## src/rtl/vexriscv_mem_arbiter_if.sv

```systemverilog
// Bus bundle between the instruction/data requesters, the arbiter and the memory-side bridge.
// The slave view belongs to the arbiter; the master view belongs to the requesters and the memory model.
interface vexriscv_mem_arbiter_if #(
  parameter int unsigned ADDR_WIDTH = 32,
  parameter int unsigned DATA_WIDTH = 32
);
  localparam int unsigned STRB_WIDTH = DATA_WIDTH / 8;

  logic                  i_cmd_valid;
  logic                  i_cmd_ready;
  logic [ADDR_WIDTH-1:0] i_cmd_addr;
  logic                  i_rsp_valid;
  logic [DATA_WIDTH-1:0] i_rsp_data;
  logic                  i_rsp_err;

  logic                  d_cmd_valid;
  logic                  d_cmd_ready;
  logic                  d_cmd_write;
  logic [ADDR_WIDTH-1:0] d_cmd_addr;
  logic [DATA_WIDTH-1:0] d_cmd_wdata;
  logic [STRB_WIDTH-1:0] d_cmd_wstrb;
  logic                  d_rsp_valid;
  logic [DATA_WIDTH-1:0] d_rsp_data;
  logic                  d_rsp_err;

  logic                  m_cmd_valid;
  logic                  m_cmd_ready;
  logic                  m_cmd_write;
  logic [ADDR_WIDTH-1:0] m_cmd_addr;
  logic [DATA_WIDTH-1:0] m_cmd_wdata;
  logic [STRB_WIDTH-1:0] m_cmd_wstrb;
  logic                  m_rsp_valid;
  logic [DATA_WIDTH-1:0] m_rsp_data;
  logic                  m_rsp_err;

  modport slave (
    input  i_cmd_valid, i_cmd_addr,
    output i_cmd_ready, i_rsp_valid, i_rsp_data, i_rsp_err,
    input  d_cmd_valid, d_cmd_write, d_cmd_addr, d_cmd_wdata, d_cmd_wstrb,
    output d_cmd_ready, d_rsp_valid, d_rsp_data, d_rsp_err,
    output m_cmd_valid, m_cmd_write, m_cmd_addr, m_cmd_wdata, m_cmd_wstrb,
    input  m_cmd_ready, m_rsp_valid, m_rsp_data, m_rsp_err
  );

  modport master (
    output i_cmd_valid, i_cmd_addr,
    input  i_cmd_ready, i_rsp_valid, i_rsp_data, i_rsp_err,
    output d_cmd_valid, d_cmd_write, d_cmd_addr, d_cmd_wdata, d_cmd_wstrb,
    input  d_cmd_ready, d_rsp_valid, d_rsp_data, d_rsp_err,
    input  m_cmd_valid, m_cmd_write, m_cmd_addr, m_cmd_wdata, m_cmd_wstrb,
    output m_cmd_ready, m_rsp_valid, m_rsp_data, m_rsp_err
  );
endinterface

```

## src/rtl/vexriscv_mem_arbiter.sv

```systemverilog
// Round-robin arbiter sharing one memory port between instruction fetch and data access,
// one transaction in flight, responses routed to the issuing requester, with a response watchdog.
module vexriscv_mem_arbiter #(
  parameter int unsigned ADDR_WIDTH = 32,
  parameter int unsigned DATA_WIDTH = 32,
  parameter int unsigned TIMEOUT    = 1024
) (
  input logic                   ACLK,
  input logic                   ARESET,
  vexriscv_mem_arbiter_if.slave bus
);
  localparam int unsigned STRB_WIDTH = DATA_WIDTH / 8;
  localparam int unsigned CNT_WIDTH  = (TIMEOUT > 1) ? $clog2(TIMEOUT) : 1;

  typedef enum logic [1:0] {IDLE, CMD, RSP} state_t;
  typedef enum logic {OWN_INST, OWN_DATA} owner_t;

  state_t               state;
  owner_t               owner;
  owner_t               last_grant;
  logic [CNT_WIDTH-1:0] tmo_cnt;

  logic                  grant_i_c;
  logic                  grant_d_c;
  logic                  tmo_hit_c;
  logic                  rsp_err_c;
  logic [DATA_WIDTH-1:0] rsp_data_c;

  // Tie goes to whoever was not served last; a real response beats a simultaneous timeout.
  always_comb begin
    grant_i_c  = bus.i_cmd_valid && (!bus.d_cmd_valid || (last_grant == OWN_DATA));
    grant_d_c  = bus.d_cmd_valid && !grant_i_c;
    tmo_hit_c  = (TIMEOUT != 0) && (tmo_cnt == CNT_WIDTH'(TIMEOUT - 1));
    rsp_err_c  = bus.m_rsp_valid ? bus.m_rsp_err : 1'b1;
    rsp_data_c = (bus.m_rsp_valid && !bus.m_cmd_write) ? bus.m_rsp_data : '0;
  end

  assign bus.i_cmd_ready = (state == IDLE) && grant_i_c;
  assign bus.d_cmd_ready = (state == IDLE) && grant_d_c;

  always_ff @(posedge ACLK) begin
    if (ARESET) begin
      state           <= IDLE;
      owner           <= OWN_INST;
      last_grant      <= OWN_DATA;
      tmo_cnt         <= '0;
      bus.i_rsp_valid <= 1'b0;
      bus.i_rsp_data  <= '0;
      bus.i_rsp_err   <= 1'b0;
      bus.d_rsp_valid <= 1'b0;
      bus.d_rsp_data  <= '0;
      bus.d_rsp_err   <= 1'b0;
      bus.m_cmd_valid <= 1'b0;
      bus.m_cmd_write <= 1'b0;
      bus.m_cmd_addr  <= '0;
      bus.m_cmd_wdata <= '0;
      bus.m_cmd_wstrb <= '0;
    end else begin
      // Response outputs are single-cycle pulses and read as zero otherwise.
      bus.i_rsp_valid <= 1'b0;
      bus.i_rsp_data  <= '0;
      bus.i_rsp_err   <= 1'b0;
      bus.d_rsp_valid <= 1'b0;
      bus.d_rsp_data  <= '0;
      bus.d_rsp_err   <= 1'b0;

      case (state)
        IDLE: begin
          if (grant_i_c) begin
            bus.m_cmd_valid <= 1'b1;
            bus.m_cmd_write <= 1'b0;
            bus.m_cmd_addr  <= ADDR_WIDTH'(bus.i_cmd_addr);
            bus.m_cmd_wdata <= '0;
            bus.m_cmd_wstrb <= '0;
            owner           <= OWN_INST;
            last_grant      <= OWN_INST;
            state           <= CMD;
          end else if (grant_d_c) begin
            bus.m_cmd_valid <= 1'b1;
            bus.m_cmd_write <= bus.d_cmd_write;
            bus.m_cmd_addr  <= ADDR_WIDTH'(bus.d_cmd_addr);
            bus.m_cmd_wdata <= DATA_WIDTH'(bus.d_cmd_wdata);
            bus.m_cmd_wstrb <= bus.d_cmd_write ? STRB_WIDTH'(bus.d_cmd_wstrb) : '0;
            owner           <= OWN_DATA;
            last_grant      <= OWN_DATA;
            state           <= CMD;
          end
        end
        CMD: begin
          if (bus.m_cmd_ready) begin
            bus.m_cmd_valid <= 1'b0;
            tmo_cnt         <= '0;
            state           <= RSP;
          end
        end
        RSP: begin
          if (bus.m_rsp_valid || tmo_hit_c) begin
            if (owner == OWN_INST) begin
              bus.i_rsp_valid <= 1'b1;
              bus.i_rsp_data  <= rsp_data_c;
              bus.i_rsp_err   <= rsp_err_c;
            end else begin
              bus.d_rsp_valid <= 1'b1;
              bus.d_rsp_data  <= rsp_data_c;
              bus.d_rsp_err   <= rsp_err_c;
            end
            state <= IDLE;
          end else begin
            tmo_cnt <= tmo_cnt + CNT_WIDTH'(1);
          end
        end
        default: state <= IDLE;
      endcase
    end
  end
endmodule

```

## src/flat_wrapper.sv

```systemverilog
// flat-port wrapper written by rule: the top's interface ports become plain ports
module vexriscv_mem_arbiter_flat 
#(
  parameter int unsigned ADDR_WIDTH = 32,
  parameter int unsigned DATA_WIDTH = 32,
  parameter int unsigned TIMEOUT    = 1024
)
  (ACLK, ARESET, bus_i_cmd_valid, bus_i_cmd_addr, bus_i_cmd_ready, bus_i_rsp_valid, bus_i_rsp_data, bus_i_rsp_err, bus_d_cmd_valid, bus_d_cmd_write, bus_d_cmd_addr, bus_d_cmd_wdata, bus_d_cmd_wstrb, bus_d_cmd_ready, bus_d_rsp_valid, bus_d_rsp_data, bus_d_rsp_err, bus_m_cmd_valid, bus_m_cmd_write, bus_m_cmd_addr, bus_m_cmd_wdata, bus_m_cmd_wstrb, bus_m_cmd_ready, bus_m_rsp_valid, bus_m_rsp_data, bus_m_rsp_err);
  vexriscv_mem_arbiter_if #(.ADDR_WIDTH(ADDR_WIDTH), .DATA_WIDTH(DATA_WIDTH)) bus_i ();
  input logic ACLK;
  input logic ARESET;
  input wire logic [$bits(bus_i.i_cmd_valid)-1:0] bus_i_cmd_valid;
  input wire logic [$bits(bus_i.i_cmd_addr)-1:0] bus_i_cmd_addr;
  output wire logic [$bits(bus_i.i_cmd_ready)-1:0] bus_i_cmd_ready;
  output wire logic [$bits(bus_i.i_rsp_valid)-1:0] bus_i_rsp_valid;
  output wire logic [$bits(bus_i.i_rsp_data)-1:0] bus_i_rsp_data;
  output wire logic [$bits(bus_i.i_rsp_err)-1:0] bus_i_rsp_err;
  input wire logic [$bits(bus_i.d_cmd_valid)-1:0] bus_d_cmd_valid;
  input wire logic [$bits(bus_i.d_cmd_write)-1:0] bus_d_cmd_write;
  input wire logic [$bits(bus_i.d_cmd_addr)-1:0] bus_d_cmd_addr;
  input wire logic [$bits(bus_i.d_cmd_wdata)-1:0] bus_d_cmd_wdata;
  input wire logic [$bits(bus_i.d_cmd_wstrb)-1:0] bus_d_cmd_wstrb;
  output wire logic [$bits(bus_i.d_cmd_ready)-1:0] bus_d_cmd_ready;
  output wire logic [$bits(bus_i.d_rsp_valid)-1:0] bus_d_rsp_valid;
  output wire logic [$bits(bus_i.d_rsp_data)-1:0] bus_d_rsp_data;
  output wire logic [$bits(bus_i.d_rsp_err)-1:0] bus_d_rsp_err;
  output wire logic [$bits(bus_i.m_cmd_valid)-1:0] bus_m_cmd_valid;
  output wire logic [$bits(bus_i.m_cmd_write)-1:0] bus_m_cmd_write;
  output wire logic [$bits(bus_i.m_cmd_addr)-1:0] bus_m_cmd_addr;
  output wire logic [$bits(bus_i.m_cmd_wdata)-1:0] bus_m_cmd_wdata;
  output wire logic [$bits(bus_i.m_cmd_wstrb)-1:0] bus_m_cmd_wstrb;
  input wire logic [$bits(bus_i.m_cmd_ready)-1:0] bus_m_cmd_ready;
  input wire logic [$bits(bus_i.m_rsp_valid)-1:0] bus_m_rsp_valid;
  input wire logic [$bits(bus_i.m_rsp_data)-1:0] bus_m_rsp_data;
  input wire logic [$bits(bus_i.m_rsp_err)-1:0] bus_m_rsp_err;
  assign bus_i.i_cmd_valid = bus_i_cmd_valid;
  assign bus_i.i_cmd_addr = bus_i_cmd_addr;
  assign bus_i_cmd_ready = bus_i.i_cmd_ready;
  assign bus_i_rsp_valid = bus_i.i_rsp_valid;
  assign bus_i_rsp_data = bus_i.i_rsp_data;
  assign bus_i_rsp_err = bus_i.i_rsp_err;
  assign bus_i.d_cmd_valid = bus_d_cmd_valid;
  assign bus_i.d_cmd_write = bus_d_cmd_write;
  assign bus_i.d_cmd_addr = bus_d_cmd_addr;
  assign bus_i.d_cmd_wdata = bus_d_cmd_wdata;
  assign bus_i.d_cmd_wstrb = bus_d_cmd_wstrb;
  assign bus_d_cmd_ready = bus_i.d_cmd_ready;
  assign bus_d_rsp_valid = bus_i.d_rsp_valid;
  assign bus_d_rsp_data = bus_i.d_rsp_data;
  assign bus_d_rsp_err = bus_i.d_rsp_err;
  assign bus_m_cmd_valid = bus_i.m_cmd_valid;
  assign bus_m_cmd_write = bus_i.m_cmd_write;
  assign bus_m_cmd_addr = bus_i.m_cmd_addr;
  assign bus_m_cmd_wdata = bus_i.m_cmd_wdata;
  assign bus_m_cmd_wstrb = bus_i.m_cmd_wstrb;
  assign bus_i.m_cmd_ready = bus_m_cmd_ready;
  assign bus_i.m_rsp_valid = bus_m_rsp_valid;
  assign bus_i.m_rsp_data = bus_m_rsp_data;
  assign bus_i.m_rsp_err = bus_m_rsp_err;
  vexriscv_mem_arbiter #(.ADDR_WIDTH(ADDR_WIDTH), .DATA_WIDTH(DATA_WIDTH), .TIMEOUT(TIMEOUT)) u_core (.ACLK(ACLK), .ARESET(ARESET), .bus(bus_i));
endmodule
```

## config.mk

```make
export PLATFORM = sky130hd
export DESIGN_NAME = vexriscv_mem_arbiter_flat
export DESIGN_NICKNAME = d
export VERILOG_FILES = /design/src/rtl/vexriscv_mem_arbiter_if.sv /design/src/rtl/vexriscv_mem_arbiter.sv /design/src/flat_wrapper.sv
export SDC_FILE = /design/constraint.sdc
export NUM_CORES = 1
export LEC_CHECK = 0
export BUFFER_PORTS_ARGS = -buffer_cell sky130_fd_sc_hd__buf_4
export CAP_MARGIN = 20
export CORE_MARGIN = 2
export CORE_UTILIZATION = 47
export CTS_BUF_LIST = sky130_fd_sc_hd__clkbuf_8
export CTS_CLUSTER_SIZE = 12
export DETAILED_ROUTE_END_ITERATION = 10
export PLACE_DENSITY = 0.89
export SYNTH_ARGS = -nofsm -noshare
export SYNTH_HDL_FRONTEND = slang
export SYNTH_SLANG_ARGS = --single-unit
```

## constraint.sdc

```tcl
create_clock -name ACLK -period 1.9 [get_ports ACLK]
set_input_delay 0 -clock ACLK [delete_from_list [all_inputs] [get_ports ACLK]]
set_output_delay 0 -clock ACLK [all_outputs]
set_load 0.02 [all_outputs]
```

# Word-level counts from Yosys, hierarchy flattened
# Index checks and enable logic that the tools add are counted.
# totals
word_cells,73
output_inout_bits,140
inputBits,140
register_bits,152
# op_classes
eq_ne,7
n_bitwise,3
addsub,1
mux,26
reduce_logical,21
# ops
cell,count
$mux 32,5
$mux 10,2
$pmux 10 s2,1
$mux 4,3
$add 10x1->10 const B,1
$eq 10x10->1 const B,1
$mux 1,9
$reduce_and 3->1,3
$mux 2,4
$reduce_or 4->1,2
$pmux 2 s3,1
$reduce_bool 2->1,3
$logic_and 1x1->1,5
$ne 2x2->1 const B,2
$logic_not 1->1,3
$ne 3x1->1 const B,1
$not 1->1,3
$reduce_or 3->1,1
$eq 2x1->1 const B,1
$eq 2x2->1 const B,1
$logic_not 2->1,1
$logic_or 1x1->1,2
$ne 2x1->1 const B,1
$pmux 1 s2,1
$reduce_and 2->1,1

# Depth between registers and ports, before layout
# Gate-level depths: netlist of run 1.
# logic_depth
ltp_word,8
mapped_depth,7
mapped_depth_nobuf,5

# Least setup slack after synthesis of run 1
# No wires, ideal clock.
# synth_path
path_type,reg2reg
start,register u_core.tmo_cnt[0]
end,register u_core.tmo_cnt[9]
n_path_buf,1
period_less_slack_ns,1.571
setup_ns,0.136
arrival_ns,1.434
slack_ns,0.329
required_time_ns,1.764
path_stages_with_launch,7
cell_sequence,dfxtp_1 ha_1 and3_1 buf_4 and3_1 o21ai_1 o221ai_1
# synth_via
elab_chain_cells,4
word_cells_on_any_way,7
cone_classes,1 x add/sub; 2 x eq/ne; 2 x mux; 2 x reduce/logical
# synth_rtl
element,line_no,rtl
"start, declared",vexriscv_mem_arbiter.sv:21,logic [CNT_WIDTH-1:0] tmo_cnt;
"start signal, assigned",vexriscv_mem_arbiter.sv:109,tmo_cnt <= tmo_cnt + CNT_WIDTH'(1);
branches (longest 4 deep; another with $add 10x1->10),-,
# Several ways; the timed one is not identified. The select of a mux whose other input is x is not followed.
# A chain may end at the register's enable or synchronous reset.

# Final worst setup path of run 1
# layout_path
start,input bus_d_cmd_valid
end,register u_core.bus.m_cmd_addr[25]
# layout_via
elab_chain_cells,7
word_cells_on_any_way,8
cone_classes,1 x mux; 7 x reduce/logical
# layout_rtl
element,line_no,rtl
"start, declared",flat_wrapper.sv:18,input wire logic [$bits(bus_i.d_cmd_valid)-1:0] bus_d_cmd_valid;
$logic_not 1->1,vexriscv_mem_arbiter.sv:31,grant_i_c = bus.i_cmd_valid && (!bus.d_cmd_valid || (last_grant == OWN_DATA));
$logic_or 1x1->1,vexriscv_mem_arbiter.sv:31,
$logic_and 1x1->1,vexriscv_mem_arbiter.sv:31,
$logic_not 1->1,vexriscv_mem_arbiter.sv:32,grant_d_c = bus.d_cmd_valid && !grant_i_c;
$logic_and 1x1->1,vexriscv_mem_arbiter.sv:32,
$reduce_bool 2->1 (no line),-,
$reduce_and 2->1 (no line),-,
"end signal, assigned",vexriscv_mem_arbiter.sv:72,bus.m_cmd_addr <= ADDR_WIDTH'(bus.i_cmd_addr);
"end signal, assigned",vexriscv_mem_arbiter.sv:81,bus.m_cmd_addr <= ADDR_WIDTH'(bus.d_cmd_addr);
"end, declared",vexriscv_mem_arbiter_if.sv:41,"output m_cmd_valid, m_cmd_write, m_cmd_addr, m_cmd_wdata, m_cmd_wstrb,"
# Several ways; a longest one is shown, not always the timed one.

==> metrics.txt, run 1 <==
# TYPE chip_impl_metric gauge
chip_impl_metric{name="synthesis.area_per_instance",unit="sq um"} 10.44
chip_impl_info{name="timing.rr.start",value="u_core.last_grant"} 1
chip_impl_metric{name="finalHoldViolations",unit=""} 0
chip_impl_metric{name="pre_cts_ws",unit="ps"} 72.46
chip_impl_metric{name="numClockSinks",unit=""} 152
chip_impl_info{name="layout_common_cells",value="sky130_fd_sc_hd__buf_4, sky130_fd_sc_hd__dfxtp_1, sky130_fd_sc_hd__dlygate4sd3_1"} 1
chip_impl_metric{name="drt_first_pass_iters",unit=""} 5
chip_impl_info{name="worst_setup_end_kind",value="flop"} 1
chip_impl_metric{name="post-route-min-period",unit="ps"} 1946
chip_impl_metric{name="start_util",unit=""} 0.4762
chip_impl_metric{name="fraction_of_layout_instances_using_a_drive_strength_above_1",unit=""} 0.3733
chip_impl_metric{name="power.density_cell_area",unit="nW/um^2"} 781.2
chip_impl_metric{name="arrival",unit="ps"} 2270
chip_impl_metric{name="worst_hold_path.num_cells",unit=""} 3
chip_impl_metric{name="total_via_count_after_detailed_routing",unit=""} 5905
chip_impl_metric{name="required_time_of_the_critical_path",unit="ps"} 2220
chip_impl_metric{name="final_core_util",unit=""} 0.8399
chip_impl_metric{name="numCtsBuffers",unit=""} 17
chip_impl_info{name="grt_setup_unrepaired",value="true"} 1
chip_impl_metric{name="worst-slew-pin-transition",unit="ps"} 700.7
chip_impl_info{name="timing.rr.end",value="u_core.bus.m_cmd_addr[25]"} 1
chip_impl_metric{name="grt_first_pass_wirelength",unit="mm"} 31.92
chip_impl_metric{name="finalCritPeriodShare",unit=""} 1.024
chip_impl_info{name="hold_path.class",value="in2reg"} 1
chip_impl_metric{name="placed_cells_incl_taps",unit=""} 903
chip_impl_metric{name="final_net_count",unit=""} 1063
chip_impl_metric{name="die_x",unit="um"} 110.9
chip_impl_metric{name="synth_cell_type_count",unit=""} 41
chip_impl_info{name="critPathLaunch",value="bus_d_cmd_valid"} 1
chip_impl_metric{name="timing.final.ws_setup",unit="ps"} -46.48
chip_impl_metric{name="synth_area",unit="sq um"} 5368
chip_impl_info{name="path_class",value="in2reg"} 1
chip_impl_metric{name="area_used_by_sequential_logic_in_the_layout",unit="sq um"} 3047
chip_impl_metric{name="clk_transition_reported_paths",unit="ps"} 90
chip_impl_metric{name="drc",unit=""} 0
chip_impl_info{name="clock-root-buffer",value="sky130_fd_sc_hd__clkbuf_8"} 1
chip_impl_metric{name="detail_route.vias_per_cell",unit=""} 5.473
chip_impl_metric{name="syn_inst",unit=""} 514
chip_impl_metric{name="multi_input_comb_area",unit="sq um"} 2118
chip_impl_metric{name="setup-violations-final",unit=""} 3
chip_impl_info{name="outcome",value="complete, but fails checks"} 1
chip_impl_metric{name="clock_path_buffers",unit=""} 2
chip_impl_metric{name="slew_headroom",unit=""} 0.5328
chip_impl_metric{name="dp_hpwl",unit="mm"} 10.86
chip_impl_metric{name="cpPeakStageDelay",unit="ps"} 580
chip_impl_metric{name="die_area",unit="sq um"} 12290
chip_impl_metric{name="design.core.area",unit="sq um"} 11270
chip_impl_metric{name="clock_insertion_delay_worst_skew",unit="ps"} 430
chip_impl_metric{name="top_achievable_clock_speed",unit="GHz"} 0.5137
chip_impl_metric{name="timing.clock.skew",unit="ps"} 21.08
chip_impl_metric{name="route.antenna.remaining_nets",unit=""} 0
chip_impl_metric{name="std_cell_rows",unit=""} 39
chip_impl_metric{name="wire_length_per_cell",unit="um"} 19.49
chip_impl_metric{name="fin_cells",unit=""} 1079
chip_impl_info{name="top_area_cells_in_the_synthesized_netlist",value="sky130_fd_sc_hd__dfxtp_1, sky130_fd_sc_hd__and3_1, sky130_fd_sc_hd__mux2i_1"} 1
chip_impl_metric{name="grt_antenna_before_repair",unit=""} 1
chip_impl_info{name="hold_end",value="u_core.bus.d_rsp_data[23]"} 1
chip_impl_metric{name="ys_ff_latch",unit=""} 152
chip_impl_metric{name="worst_ir_drop_vdd",unit="mV"} 0.4958
chip_impl_info{name="failed_checks",value="negative setup slack"} 1
chip_impl_metric{name="cts_max_level",unit=""} 4
chip_impl_metric{name="report.final.slew_viol_count",unit=""} 0
chip_impl_metric{name="number_of_global_route_vias_before_repair",unit=""} 6139
chip_impl_metric{name="n_fill_cell",unit=""} 541
chip_impl_info{name="cp_cell_sequence",value="dlygate4sd3_1, buf_4, inv_2, o21ai_4, buf_12, clkbuf_16, mux2i_1, dlygate4sd3_1, a211oi_1"} 1
chip_impl_metric{name="detail_route.iter0.violations",unit=""} 391
chip_impl_metric{name="maxCapViolations",unit=""} 0
chip_impl_metric{name="reg2reg_depth",unit=""} 6
chip_impl_metric{name="p_total",unit="uW"} 7397
chip_impl_info{name="critical_path.most_common_cell",value="sky130_fd_sc_hd__dlygate4sd3_1"} 1
chip_impl_info{name="critPathTopFamily",value="buffers and inverters"} 1
chip_impl_metric{name="reg2reg_slack",unit="ps"} -30
chip_impl_info{name="startpoint_type",value="primary input"} 1
chip_impl_metric{name="totalNegativeSetupSlack",unit="ps"} -83.01
chip_impl_metric{name="gr-total-overflow",unit=""} 0
chip_impl_metric{name="synth.yosys.seq_area_share",unit=""} 0.5669
chip_impl_info{name="most_common_library_cell_in_the_layout_ignoring_fill_and_taps",value="sky130_fd_sc_hd__buf_4"} 1
chip_impl_info{name="leading_area_contributor_after_synthesis",value="sky130_fd_sc_hd__dfxtp_1"} 1
chip_impl_metric{name="area_delta_synth_final",unit="%"} 76.39
chip_impl_metric{name="yosys_warnings",unit=""} 0
chip_impl_metric{name="grt_use_total",unit=""} 0.3221
chip_impl_metric{name="worstPathMaxFanout",unit=""} 8
chip_impl_info{name="cts_tree",value="done"} 1
chip_impl_metric{name="placement.io_buffers",unit=""} 279
chip_impl_metric{name="static-leakage-power",unit="uW"} 0.004538
chip_impl_metric{name="synth_nets",unit=""} 655
chip_impl_metric{name="replace_congestion",unit=""} 0.7781
chip_impl_metric{name="synth.top_cell.area_share",unit=""} 0.5669
chip_impl_metric{name="dieHeight",unit="um"} 110.9
chip_impl_metric{name="critical_path_buf_inv_count",unit=""} 6
chip_impl_metric{name="grt_start_max_net_pins",unit=""} 65
chip_impl_info{name="slowest_stage",value="sky130_fd_sc_hd__dlygate4sd3_1"} 1
chip_impl_metric{name="wirelength",unit="mm"} 21.03
chip_impl_info{name="min_from",value="bus_m_rsp_data[23]"} 1
chip_impl_metric{name="ioPinCount",unit=""} 280
## tightest hold or removal path, delay by kind of cell
| family | cells | cell delay [ps] |
|---|---|---|
| buffers and inverters | 2 | 620 |
| and+or+nand+nor | 1 | 120 |
## where the power goes
| part | switching, uW | leakage, uW | internal [uW] | total (uW) |
|---|---|---|---|---|
| registers | 114 | 0.00124 | 3320 | 3440 |
| clock network | 1320 | 0.000194 | 1100 | 2420 |
| logic | 747 | 0.00311 | 791 | 1540 |
## worst max path at each step
stage / to / slack (ps) / cells after the start
floorplan: u_core.tmo_cnt[9] / 330 / 6
global placement: u_core.tmo_cnt[9] / 240 / 5
detailed placement: u_core.tmo_cnt[6] / 70 / 5
CTS: u_core.bus.m_cmd_addr[13] / 20 / 5
global route: u_core.bus.m_cmd_addr[25] / -60 / 6
finish: u_core.bus.m_cmd_addr[25] / -50 / 9
## through the flow
stage                     cell area [sq um]  hold WS, ps
final                                  9468        343.2
after floorplan                        5368        145.9
after CTS                              9329        322.1
after global placement                 7555        232.4
after detailed placement               7555        238.2
after global routing                   9465        335.3
## repair_timing
action / CTS / global route
setup buffers: 0 / 1
resized for setup: 0 / 14
endpoints found under the setup margin: 0 / 62
endpoints found under the hold margin: 142 / 0
hold buffers: 139 / 0
## area by class of cell
class | count | share of cell area
Timing Repair Buffer | 433 | 0.3925
Sequential cell | 152 | 0.3218
Multi-Input combinational cell | 312 | 0.2237
Clock buffer | 18 | 0.02617
Tap cell | 143 | 0.01890
Clock inverter | 14 | 0.01427
Inverter | 6 | 0.002379
Antenna cell | 1 | 0.0002643
## flip-flops by register name (all words and copies together) (netlist names)
name and cells:
u_core.bus.d_rsp_err 1, u_core.state 2, u_core.owner 1, u_core.tmo_cnt 10
u_core.last_grant 1, u_core.bus.d_rsp_valid 1, u_core.bus.d_rsp_data 32, u_core.bus.m_cmd_wstrb 4
u_core.bus.m_cmd_addr 32, u_core.bus.m_cmd_valid 1, u_core.bus.i_rsp_data 32, u_core.bus.i_rsp_valid 1
u_core.bus.m_cmd_write 1, u_core.bus.m_cmd_wdata 32, u_core.bus.i_rsp_err 1
## layer usage
layer / share of wire / track usage / up-vias / wire length [um]
li1: - / - / 2659 / -
met1: 0.36 / 0.3620 / 2745 / 7632
met2: 0.50 / 0.5624 / 413 / 10520
met3: 0.085 / 0.07654 / 88 / 1787
met4: 0.052 / 0.1758 / 0 / 1091
met5: 0 / 0 / - / 0
## Yosys cell counts
| cell type | count |
|---|---|
| sky130_fd_sc_hd__nand3b_1 | 3 |
| sky130_fd_sc_hd__nand4_1 | 2 |
| sky130_fd_sc_hd__nand2b_1 | 3 |
| sky130_fd_sc_hd__o21ai_0 | 3 |
| sky130_fd_sc_hd__nand3_1 | 4 |
| sky130_fd_sc_hd__ha_1 | 1 |
| sky130_fd_sc_hd__a22oi_1 | 34 |
| sky130_fd_sc_hd__a31oi_4 | 1 |
| sky130_fd_sc_hd__mux2i_1 | 33 |
| sky130_fd_sc_hd__nor3b_4 | 2 |
| sky130_fd_sc_hd__o21ai_1 | 2 |
| sky130_fd_sc_hd__a311oi_1 | 1 |
| sky130_fd_sc_hd__buf_6 | 6 |
| sky130_fd_sc_hd__and2_1 | 2 |
| sky130_fd_sc_hd__nor2_2 | 2 |
| sky130_fd_sc_hd__and3b_1 | 1 |
| sky130_fd_sc_hd__clkbuf_1 | 16 |
| sky130_fd_sc_hd__a211oi_1 | 32 |
| sky130_fd_sc_hd__o211ai_1 | 3 |
| sky130_fd_sc_hd__a2111oi_2 | 1 |
| sky130_fd_sc_hd__or3_1 | 1 |
| sky130_fd_sc_hd__nor2_1 | 71 |
| sky130_fd_sc_hd__nor2b_1 | 3 |
| sky130_fd_sc_hd__a31oi_1 | 7 |
| sky130_fd_sc_hd__nand2_1 | 9 |
| sky130_fd_sc_hd__inv_1 | 6 |
| sky130_fd_sc_hd__a32oi_1 | 4 |
| sky130_fd_sc_hd__clkbuf_2 | 2 |
| sky130_fd_sc_hd__and3_1 | 71 |
| sky130_fd_sc_hd__buf_2 | 13 |
| sky130_fd_sc_hd__o21a_1 | 1 |
| sky130_fd_sc_hd__o21ai_4 | 1 |
| sky130_fd_sc_hd__o2111ai_1 | 1 |
| sky130_fd_sc_hd__mux2_2 | 1 |
| sky130_fd_sc_hd__buf_4 | 6 |
| sky130_fd_sc_hd__dfxtp_1 | 152 |
| sky130_fd_sc_hd__a21oi_1 | 7 |
| sky130_fd_sc_hd__buf_1 | 1 |
| sky130_fd_sc_hd__nor3_1 | 3 |
| sky130_fd_sc_hd__o221ai_1 | 1 |
| sky130_fd_sc_hd__nor4b_4 | 1 |
## logic make-up (layout without fill, tap and decap cells)
kind of cell             after synthesis  count (layout)  synth area share
adder cells (fa/ha/maj)                1               1          0.002331
multiplexers                          34              34           0.06364
flip-flops                           152             152            0.5669
AO/OA/AOI/OAI                         99              99            0.1385
AND/OR/NAND/NOR                      178             178            0.1776
buffers and inverters                 50             471           0.05105
other                                  0               1                 0
(Power assumes the default switching activity.)
==> run 2: changes to the inputs <==
--- a/config.mk
+++ b/config.mk
@@ -8,11 +8,12 @@
 export BUFFER_PORTS_ARGS = -buffer_cell sky130_fd_sc_hd__buf_4
 export CAP_MARGIN = 20
 export CORE_MARGIN = 2
-export CORE_UTILIZATION = 47
-export CTS_BUF_LIST = sky130_fd_sc_hd__clkbuf_8
+export CORE_UTILIZATION = 45
+export CTS_BUF_LIST = sky130_fd_sc_hd__clkbuf_16
 export CTS_CLUSTER_SIZE = 12
 export DETAILED_ROUTE_END_ITERATION = 10
-export PLACE_DENSITY = 0.89
+export PLACE_DENSITY = 0.86
+export SKIP_CTS_REPAIR_TIMING = 1
 export SYNTH_ARGS = -nofsm -noshare
 export SYNTH_HDL_FRONTEND = slang
 export SYNTH_SLANG_ARGS = --single-unit
==> run 2 against run 1 <==
- wire length is 2.7% lower
- critical path depth shrank 4
- flip-flop and latch count is the same
- die area increased by 4.3%
- the flow finishes with violations (design-rule violations, negative hold slack, negative setup slack)
- register-to-register slack is essentially flat
- core utilization fell by 2.3 points
- highest routed layer unchanged
- via count down 3.0%
==> metrics.txt, run 2 (same netlist as run 1, synthesis figures left out) <==
# TYPE chip_impl_metric gauge
chip_impl_metric{name="net-switching-power",unit="uW"} 2116
chip_impl_metric{name="reg2reg_slack",unit="ps"} -30
chip_impl_info{name="path_class",value="reg2reg"} 1
chip_impl_metric{name="placed_cells_incl_taps",unit=""} 902
chip_impl_metric{name="maxCapViolations",unit=""} 0
chip_impl_metric{name="total_via_count_after_detailed_routing",unit=""} 5725
chip_impl_metric{name="antenna_cells_inserted",unit=""} 0
chip_impl_metric{name="worstPathMaxFanout",unit=""} 33
chip_impl_info{name="outcome",value="complete, but fails checks"} 1
chip_impl_metric{name="fin_cells",unit=""} 1059
chip_impl_metric{name="number_of_global_route_vias_before_repair",unit=""} 4836
chip_impl_metric{name="cpPeakStageDelay",unit="ps"} 590
chip_impl_metric{name="worst_hold_path.num_cells",unit=""} 3
chip_impl_info{name="critPathTopFamily",value="buffers and inverters"} 1
chip_impl_metric{name="slew_headroom",unit=""} 0.4676
chip_impl_metric{name="required_time_of_the_critical_path",unit="ps"} 2150
chip_impl_info{name="startpoint_type",value="flop"} 1
chip_impl_metric{name="comb_power_share",unit=""} 0.171
chip_impl_metric{name="replace_congestion",unit=""} 0.7824
chip_impl_metric{name="clk_transition_reported_paths",unit="ps"} 60
chip_impl_metric{name="std_cell_rows",unit=""} 39
chip_impl_info{name="most_common_library_cell_in_the_layout_ignoring_fill_and_taps",value="sky130_fd_sc_hd__buf_4"} 1
chip_impl_metric{name="fraction_of_layout_instances_using_a_drive_strength_above_1",unit=""} 0.3581
chip_impl_metric{name="start_util",unit=""} 0.4661
chip_impl_info{name="worst_setup_end_kind",value="flop"} 1
chip_impl_metric{name="static-leakage-power",unit="uW"} 0.004526
chip_impl_metric{name="gr-total-overflow",unit=""} 0
chip_impl_metric{name="grt_start_max_net_pins",unit=""} 75
chip_impl_metric{name="reg2reg_depth",unit=""} 5
chip_impl_metric{name="timing.final.ws_setup",unit="ps"} -29.44
chip_impl_metric{name="cts_max_level",unit=""} 4
chip_impl_metric{name="final_net_count",unit=""} 1045
chip_impl_metric{name="finalHoldWorstSlack",unit="ps"} -40.84
chip_impl_metric{name="ioPinCount",unit=""} 280
chip_impl_metric{name="route.antenna.remaining_nets",unit=""} 0
chip_impl_metric{name="drc",unit=""} 20
chip_impl_metric{name="detail_route.iter0.violations",unit=""} 529
chip_impl_metric{name="detail_route.vias_per_cell",unit=""} 5.406
chip_impl_metric{name="grt_antenna_before_repair",unit=""} 0
chip_impl_info{name="hold_path.class",value="in2reg"} 1
chip_impl_info{name="clock-root-buffer",value="sky130_fd_sc_hd__clkbuf_16"} 1
chip_impl_metric{name="die_area",unit="sq um"} 12820
chip_impl_metric{name="area_delta_synth_final",unit="%"} 75.22
chip_impl_metric{name="clock_path_buffers",unit=""} 2
chip_impl_metric{name="top_achievable_clock_speed",unit="GHz"} 0.5183
chip_impl_metric{name="numClockSinks",unit=""} 152
chip_impl_metric{name="grt_first_pass_wirelength",unit="mm"} 23.49
chip_impl_metric{name="post-route-min-period",unit="ps"} 1929
chip_impl_info{name="slowest_stage",value="sky130_fd_sc_hd__dlygate4sd3_1"} 1
chip_impl_metric{name="report.final.slew_viol_count",unit=""} 0
chip_impl_metric{name="p_total",unit="uW"} 8207
chip_impl_metric{name="final_core_util",unit=""} 0.8167
chip_impl_metric{name="finalHoldViolations",unit=""} 6
chip_impl_metric{name="grt_use_total",unit=""} 0.2319
chip_impl_metric{name="n_fill_cell",unit=""} 611
chip_impl_metric{name="placement.io_buffers",unit=""} 279
chip_impl_metric{name="finalCritPeriodShare",unit=""} 1.015
chip_impl_metric{name="design.core.area",unit="sq um"} 11520
chip_impl_metric{name="dieHeight",unit="um"} 113.2
chip_impl_metric{name="dp_hpwl",unit="mm"} 11.02
chip_impl_metric{name="p_seq_frac",unit=""} 0.419
chip_impl_metric{name="drt_first_pass_iters",unit=""} 9
chip_impl_info{name="layout_common_cells",value="sky130_fd_sc_hd__buf_4, sky130_fd_sc_hd__dfxtp_1, sky130_fd_sc_hd__dlygate4sd3_1"} 1
chip_impl_info{name="min_from",value="bus_i_cmd_addr[9]"} 1
chip_impl_info{name="failed_checks",value="design-rule violations, negative hold slack, negative setup slack"} 1
chip_impl_metric{name="clock_insertion_delay_worst_skew",unit="ps"} 420
chip_impl_metric{name="timing.clock.skew",unit="ps"} 10.38
chip_impl_metric{name="critical_path_buf_inv_count",unit=""} 2
chip_impl_metric{name="power.density_cell_area",unit="nW/um^2"} 872.6
chip_impl_info{name="critPathLaunch",value="u_core.last_grant"} 1
chip_impl_info{name="cp_cell_sequence",value="o21ai_4, buf_12, mux2i_1, dlygate4sd3_1, a211oi_1"} 1
chip_impl_info{name="timing.rr.end",value="u_core.bus.m_cmd_addr[29]"} 1
chip_impl_metric{name="wire_length_per_cell",unit="um"} 19.33
chip_impl_info{name="hold_end",value="u_core.bus.m_cmd_addr[9]"} 1
chip_impl_metric{name="numCtsBuffers",unit=""} 17
chip_impl_info{name="timing.rr.start",value="u_core.last_grant"} 1
chip_impl_metric{name="die_x",unit="um"} 113.2
chip_impl_metric{name="pre_cts_ws",unit="ps"} 151.9
chip_impl_metric{name="clockPowerShare",unit=""} 0.410
chip_impl_metric{name="wirelength",unit="mm"} 20.47
chip_impl_metric{name="worst-slew-pin-transition",unit="ps"} 798.6
chip_impl_metric{name="worst_ir_drop_vdd",unit="mV"} 0.5440
chip_impl_info{name="cts_tree",value="done"} 1
chip_impl_metric{name="p_sw_frac",unit=""} 0.2578
chip_impl_metric{name="setup-violations-final",unit=""} 2
chip_impl_metric{name="arrival",unit="ps"} 2180
chip_impl_metric{name="internal_power",unit="uW"} 6091
-- run 2: cell count changes in the layout (fill, tap and decap cells not counted), sizes merged --
cell,change
buf,-3
bufinv,+2
clkbuf,-3
clkinvlp,+1
diode,-1
dlygate4sd3,-13
inv,-3
-- run 2: final cells by class --
| type | instances | area [sq um] | share of cell area |
|---|---|---|---|
| Tap cell | 143 | 178.9 | 0.01902 |
| Sequential cell | 152 | 3043 | 0.3235 |
| Timing Repair Buffer | 415 | 3506 | 0.3728 |
| Clock buffer | 17 | 425.4 | 0.04523 |
| Clock inverter | 14 | 158.9 | 0.01689 |
| Inverter | 6 | 22.52 | 0.002395 |
| Multi-Input combinational cell | 312 | 2071 | 0.2202 |
-- run 2: tightest hold or removal path, cell delays in order --
cell and delay (ps):
sky130_fd_sc_hd__buf_4 110, sky130_fd_sc_hd__mux2i_1 130, sky130_fd_sc_hd__a211oi_1 80
-- run 2: how the worst max path moves through the flow --
stage                     cells past startpoint                         to
after floorplan                               6          u_core.tmo_cnt[9]
after global placement                        6  u_core.bus.i_rsp_data[19]
after detailed placement                      6  u_core.bus.i_rsp_data[11]
after CTS                                     6  u_core.bus.i_rsp_data[11]
after global routing                          5  u_core.bus.m_cmd_addr[29]
final                                         5  u_core.bus.m_cmd_addr[29]
-- run 2: metal layers --
layer,share of wire,global-route usage
met1,0.36,0.2464
met2,0.53,0.4192
met3,0.085,0.08731
met4,0.033,0.08293
met5,0,0
-- run 2: through the flow --
step	area (sq um)	setup TNS [ps]
after floorplan	5368	0
after global placement	7560	0
after detailed placement	7560	0
after CTS	8144	0
after global routing	9405	-242.8
final	9405	-49.42
-- run 2: power groups by stage --
| stage | logic, uW | clock network [uW] | registers, uW |
|---|---|---|---|
| after global placement | 1110 | 0 | 3480 |
| after floorplan | 447 | 0 | 3620 |
| final | 1410 | 3370 | 3430 |
| after global routing | 1490 | 3550 | 3440 |
| after detailed placement | 1130 | 0 | 3490 |
| after CTS | 1140 | 3360 | 3420 |
==> run 3: changes to the inputs <==
--- a/config.mk
+++ b/config.mk
@@ -8,11 +8,11 @@
 export BUFFER_PORTS_ARGS = -buffer_cell sky130_fd_sc_hd__buf_4
 export CAP_MARGIN = 20
 export CORE_MARGIN = 2
-export CORE_UTILIZATION = 45
-export CTS_BUF_LIST = sky130_fd_sc_hd__clkbuf_16
+export CORE_UTILIZATION = 47
+export CTS_BUF_LIST = sky130_fd_sc_hd__clkbuf_2
 export CTS_CLUSTER_SIZE = 12
 export DETAILED_ROUTE_END_ITERATION = 10
-export PLACE_DENSITY = 0.86
+export PLACE_DENSITY = 0.89
 export SKIP_CTS_REPAIR_TIMING = 1
 export SYNTH_ARGS = -nofsm -noshare
 export SYNTH_HDL_FRONTEND = slang
==> run 3 against run 2 <==
- the flow finishes with violations (negative setup slack)
- register-to-register slack lost 90 ps
- maximum frequency shrank 4.7%
- clock power shrank 47%
- via count up 3.7%
- clock-buffer cell count did not move
- core utilization rose by 0.86 points
- worst setup slack got worse by 95 ps
==> metrics.txt, run 3 (same netlist as run 1, synthesis figures left out) <==
# TYPE chip_impl_metric gauge
chip_impl_metric{name="comb_power_share",unit=""} 0.223
chip_impl_metric{name="number_of_global_route_vias_before_repair",unit=""} 4812
chip_impl_metric{name="n_fill_cell",unit=""} 570
chip_impl_info{name="grt_setup_unrepaired",value="true"} 1
chip_impl_info{name="worst_setup_end_kind",value="flop"} 1
chip_impl_metric{name="fraction_of_layout_instances_using_a_drive_strength_above_1",unit=""} 0.3599
chip_impl_metric{name="cpPeakStageDelay",unit="ps"} 600
chip_impl_metric{name="setup-violations-final",unit=""} 4
chip_impl_info{name="slowest_stage",value="sky130_fd_sc_hd__dlygate4sd3_1"} 1
chip_impl_info{name="failed_checks",value="negative setup slack"} 1
chip_impl_metric{name="power.density_cell_area",unit="nW/um^2"} 721.8
chip_impl_metric{name="p_sw_frac",unit=""} 0.3129
chip_impl_metric{name="slew_headroom",unit=""} 0.5283
chip_impl_metric{name="route.antenna.remaining_nets",unit=""} 0
chip_impl_metric{name="timing.final.ws_setup",unit="ps"} -124.4
chip_impl_metric{name="maxCapViolations",unit=""} 0
chip_impl_metric{name="reg2reg_slack",unit="ps"} -120
chip_impl_metric{name="grt_start_max_net_pins",unit=""} 65
chip_impl_metric{name="replace_congestion",unit=""} 0.7781
chip_impl_metric{name="die_area",unit="sq um"} 12290
chip_impl_metric{name="die_x",unit="um"} 110.9
chip_impl_metric{name="p_seq_frac",unit=""} 0.513
chip_impl_metric{name="totalNegativeSetupSlack",unit="ps"} -292.1
chip_impl_metric{name="placement.io_buffers",unit=""} 279
chip_impl_metric{name="detail_route.iter0.violations",unit=""} 631
chip_impl_metric{name="worstPathMaxFanout",unit=""} 32
chip_impl_metric{name="final_net_count",unit=""} 1070
chip_impl_info{name="outcome",value="complete, but fails checks"} 1
chip_impl_metric{name="clk_transition_reported_paths",unit="ps"} 250
chip_impl_metric{name="clock_path_buffers",unit=""} 2
chip_impl_metric{name="worst-slew-pin-transition",unit="ps"} 707.5
chip_impl_metric{name="detail_route.vias_per_cell",unit=""} 5.466
chip_impl_metric{name="top_achievable_clock_speed",unit="GHz"} 0.4940
chip_impl_info{name="hold_path.class",value="in2reg"} 1
chip_impl_info{name="layout_common_cells",value="sky130_fd_sc_hd__buf_4, sky130_fd_sc_hd__dfxtp_1, sky130_fd_sc_hd__dlygate4sd3_1"} 1
chip_impl_info{name="cts_tree",value="done"} 1
chip_impl_metric{name="cts_max_level",unit=""} 4
chip_impl_metric{name="fin_cells",unit=""} 1086
chip_impl_metric{name="timing.clock.skew",unit="ps"} 57.04
chip_impl_info{name="startpoint_type",value="flop"} 1
chip_impl_metric{name="total_via_count_after_detailed_routing",unit=""} 5936
chip_impl_metric{name="pre_cts_ws",unit="ps"} 72.46
chip_impl_metric{name="wire_length_per_cell",unit="um"} 19.16
chip_impl_metric{name="final_core_util",unit=""} 0.8253
chip_impl_metric{name="clockPowerShare",unit=""} 0.264
chip_impl_metric{name="drt_first_pass_iters",unit=""} 5
chip_impl_metric{name="report.final.slew_viol_count",unit=""} 0
chip_impl_metric{name="internal_power",unit="uW"} 4614
chip_impl_metric{name="numClockSinks",unit=""} 152
chip_impl_metric{name="gr-total-overflow",unit=""} 0
chip_impl_metric{name="net-switching-power",unit="uW"} 2101
chip_impl_metric{name="arrival",unit="ps"} 2640
chip_impl_metric{name="area_delta_synth_final",unit="%"} 73.31
chip_impl_metric{name="static-leakage-power",unit="uW"} 0.004491
chip_impl_metric{name="wirelength",unit="mm"} 20.81
chip_impl_metric{name="finalCritPeriodShare",unit=""} 1.065
chip_impl_metric{name="post-route-min-period",unit="ps"} 2024
chip_impl_metric{name="finalHoldViolations",unit=""} 0
chip_impl_metric{name="clock_insertion_delay_worst_skew",unit="ps"} 720
chip_impl_info{name="cp_cell_sequence",value="o21ai_4, buf_12, mux2i_1, dlygate4sd3_1, a211oi_1"} 1
chip_impl_metric{name="ioPinCount",unit=""} 280
chip_impl_info{name="most_common_library_cell_in_the_layout_ignoring_fill_and_taps",value="sky130_fd_sc_hd__buf_4"} 1
chip_impl_metric{name="worst_ir_drop_vdd",unit="mV"} 0.4437
chip_impl_metric{name="grt_use_total",unit=""} 0.2329
chip_impl_metric{name="placed_cells_incl_taps",unit=""} 903
chip_impl_metric{name="std_cell_rows",unit=""} 39
chip_impl_metric{name="start_util",unit=""} 0.4762
chip_impl_info{name="path_class",value="reg2reg"} 1
chip_impl_metric{name="required_time_of_the_critical_path",unit="ps"} 2510
chip_impl_metric{name="drc",unit=""} 0
chip_impl_info{name="clock-root-buffer",value="sky130_fd_sc_hd__clkbuf_2"} 1
chip_impl_metric{name="dp_hpwl",unit="mm"} 10.86
chip_impl_metric{name="design.core.area",unit="sq um"} 11270
chip_impl_metric{name="grt_first_pass_wirelength",unit="mm"} 23.39
chip_impl_metric{name="dieHeight",unit="um"} 110.9
chip_impl_metric{name="numCtsBuffers",unit=""} 17
chip_impl_metric{name="grt_antenna_before_repair",unit=""} 1
-- run 3: stage by stage --
step                hold slack, ps  total power (uW)  cell area [sq um]
floorplan                    145.9              4068               5368
CTS                         -552.5              6322               7779
global placement             232.4              4577               7555
finish                       57.79              6715               9303
global route                 12.47              6950               9303
detailed placement           238.2              4619               7555
-- run 3: final cells by class --
| cell class | count | area, sq um | area share |
|---|---|---|---|
| flip-flops and latches | 152 | 3045 | 0.3274 |
| multi-input cells | 312 | 2076 | 0.2231 |
| well taps | 143 | 178.9 | 0.01923 |
| inverters | 6 | 22.52 | 0.002421 |
| clock buffers | 17 | 85.08 | 0.009146 |
| diodes | 1 | 2.502 | 0.0002690 |
| clock inverters | 15 | 138.9 | 0.01493 |
| repair buffers | 440 | 3754 | 0.4035 |
-- run 3: critical path, delay by kind of cell, from the launching register on --
kind / cells / cell delay, ps
flops: 1 / 400
buf+inv: 2 / 850
compound gates: 2 / 550
mux: 1 / 140
-- run 3: per-layer routing --
| metal | routed length [um] | GRT usage |
|---|---|---|
| met1 | 7625 | 0.2655 |
| met2 | 10620 | 0.3963 |
| met3 | 1653 | 0.08037 |
| met4 | 905 | 0.1017 |
| met5 | 0 | 0 |
-- run 3: power by group through the flow --
stage	combinational, uW	sequential [uW]	clock, uW
floorplan	447	3620	0
CTS	1130	3430	1760
detailed placement	1130	3490	0
global route	1580	3460	1910
finish	1500	3450	1770
global placement	1100	3480	0
-- run 3: final timing paths --
kind / depth (start not counted) / from / endpoint
max: 5 / u_core.last_grant / u_core.bus.m_cmd_addr[21]
min reg2reg: 2 / u_core.bus.m_cmd_valid / u_core.bus.m_cmd_valid
max reg2reg: 5 / u_core.last_grant / u_core.bus.m_cmd_addr[21]
min: 3 / bus_m_rsp_data[8] / u_core.bus.d_rsp_data[8]
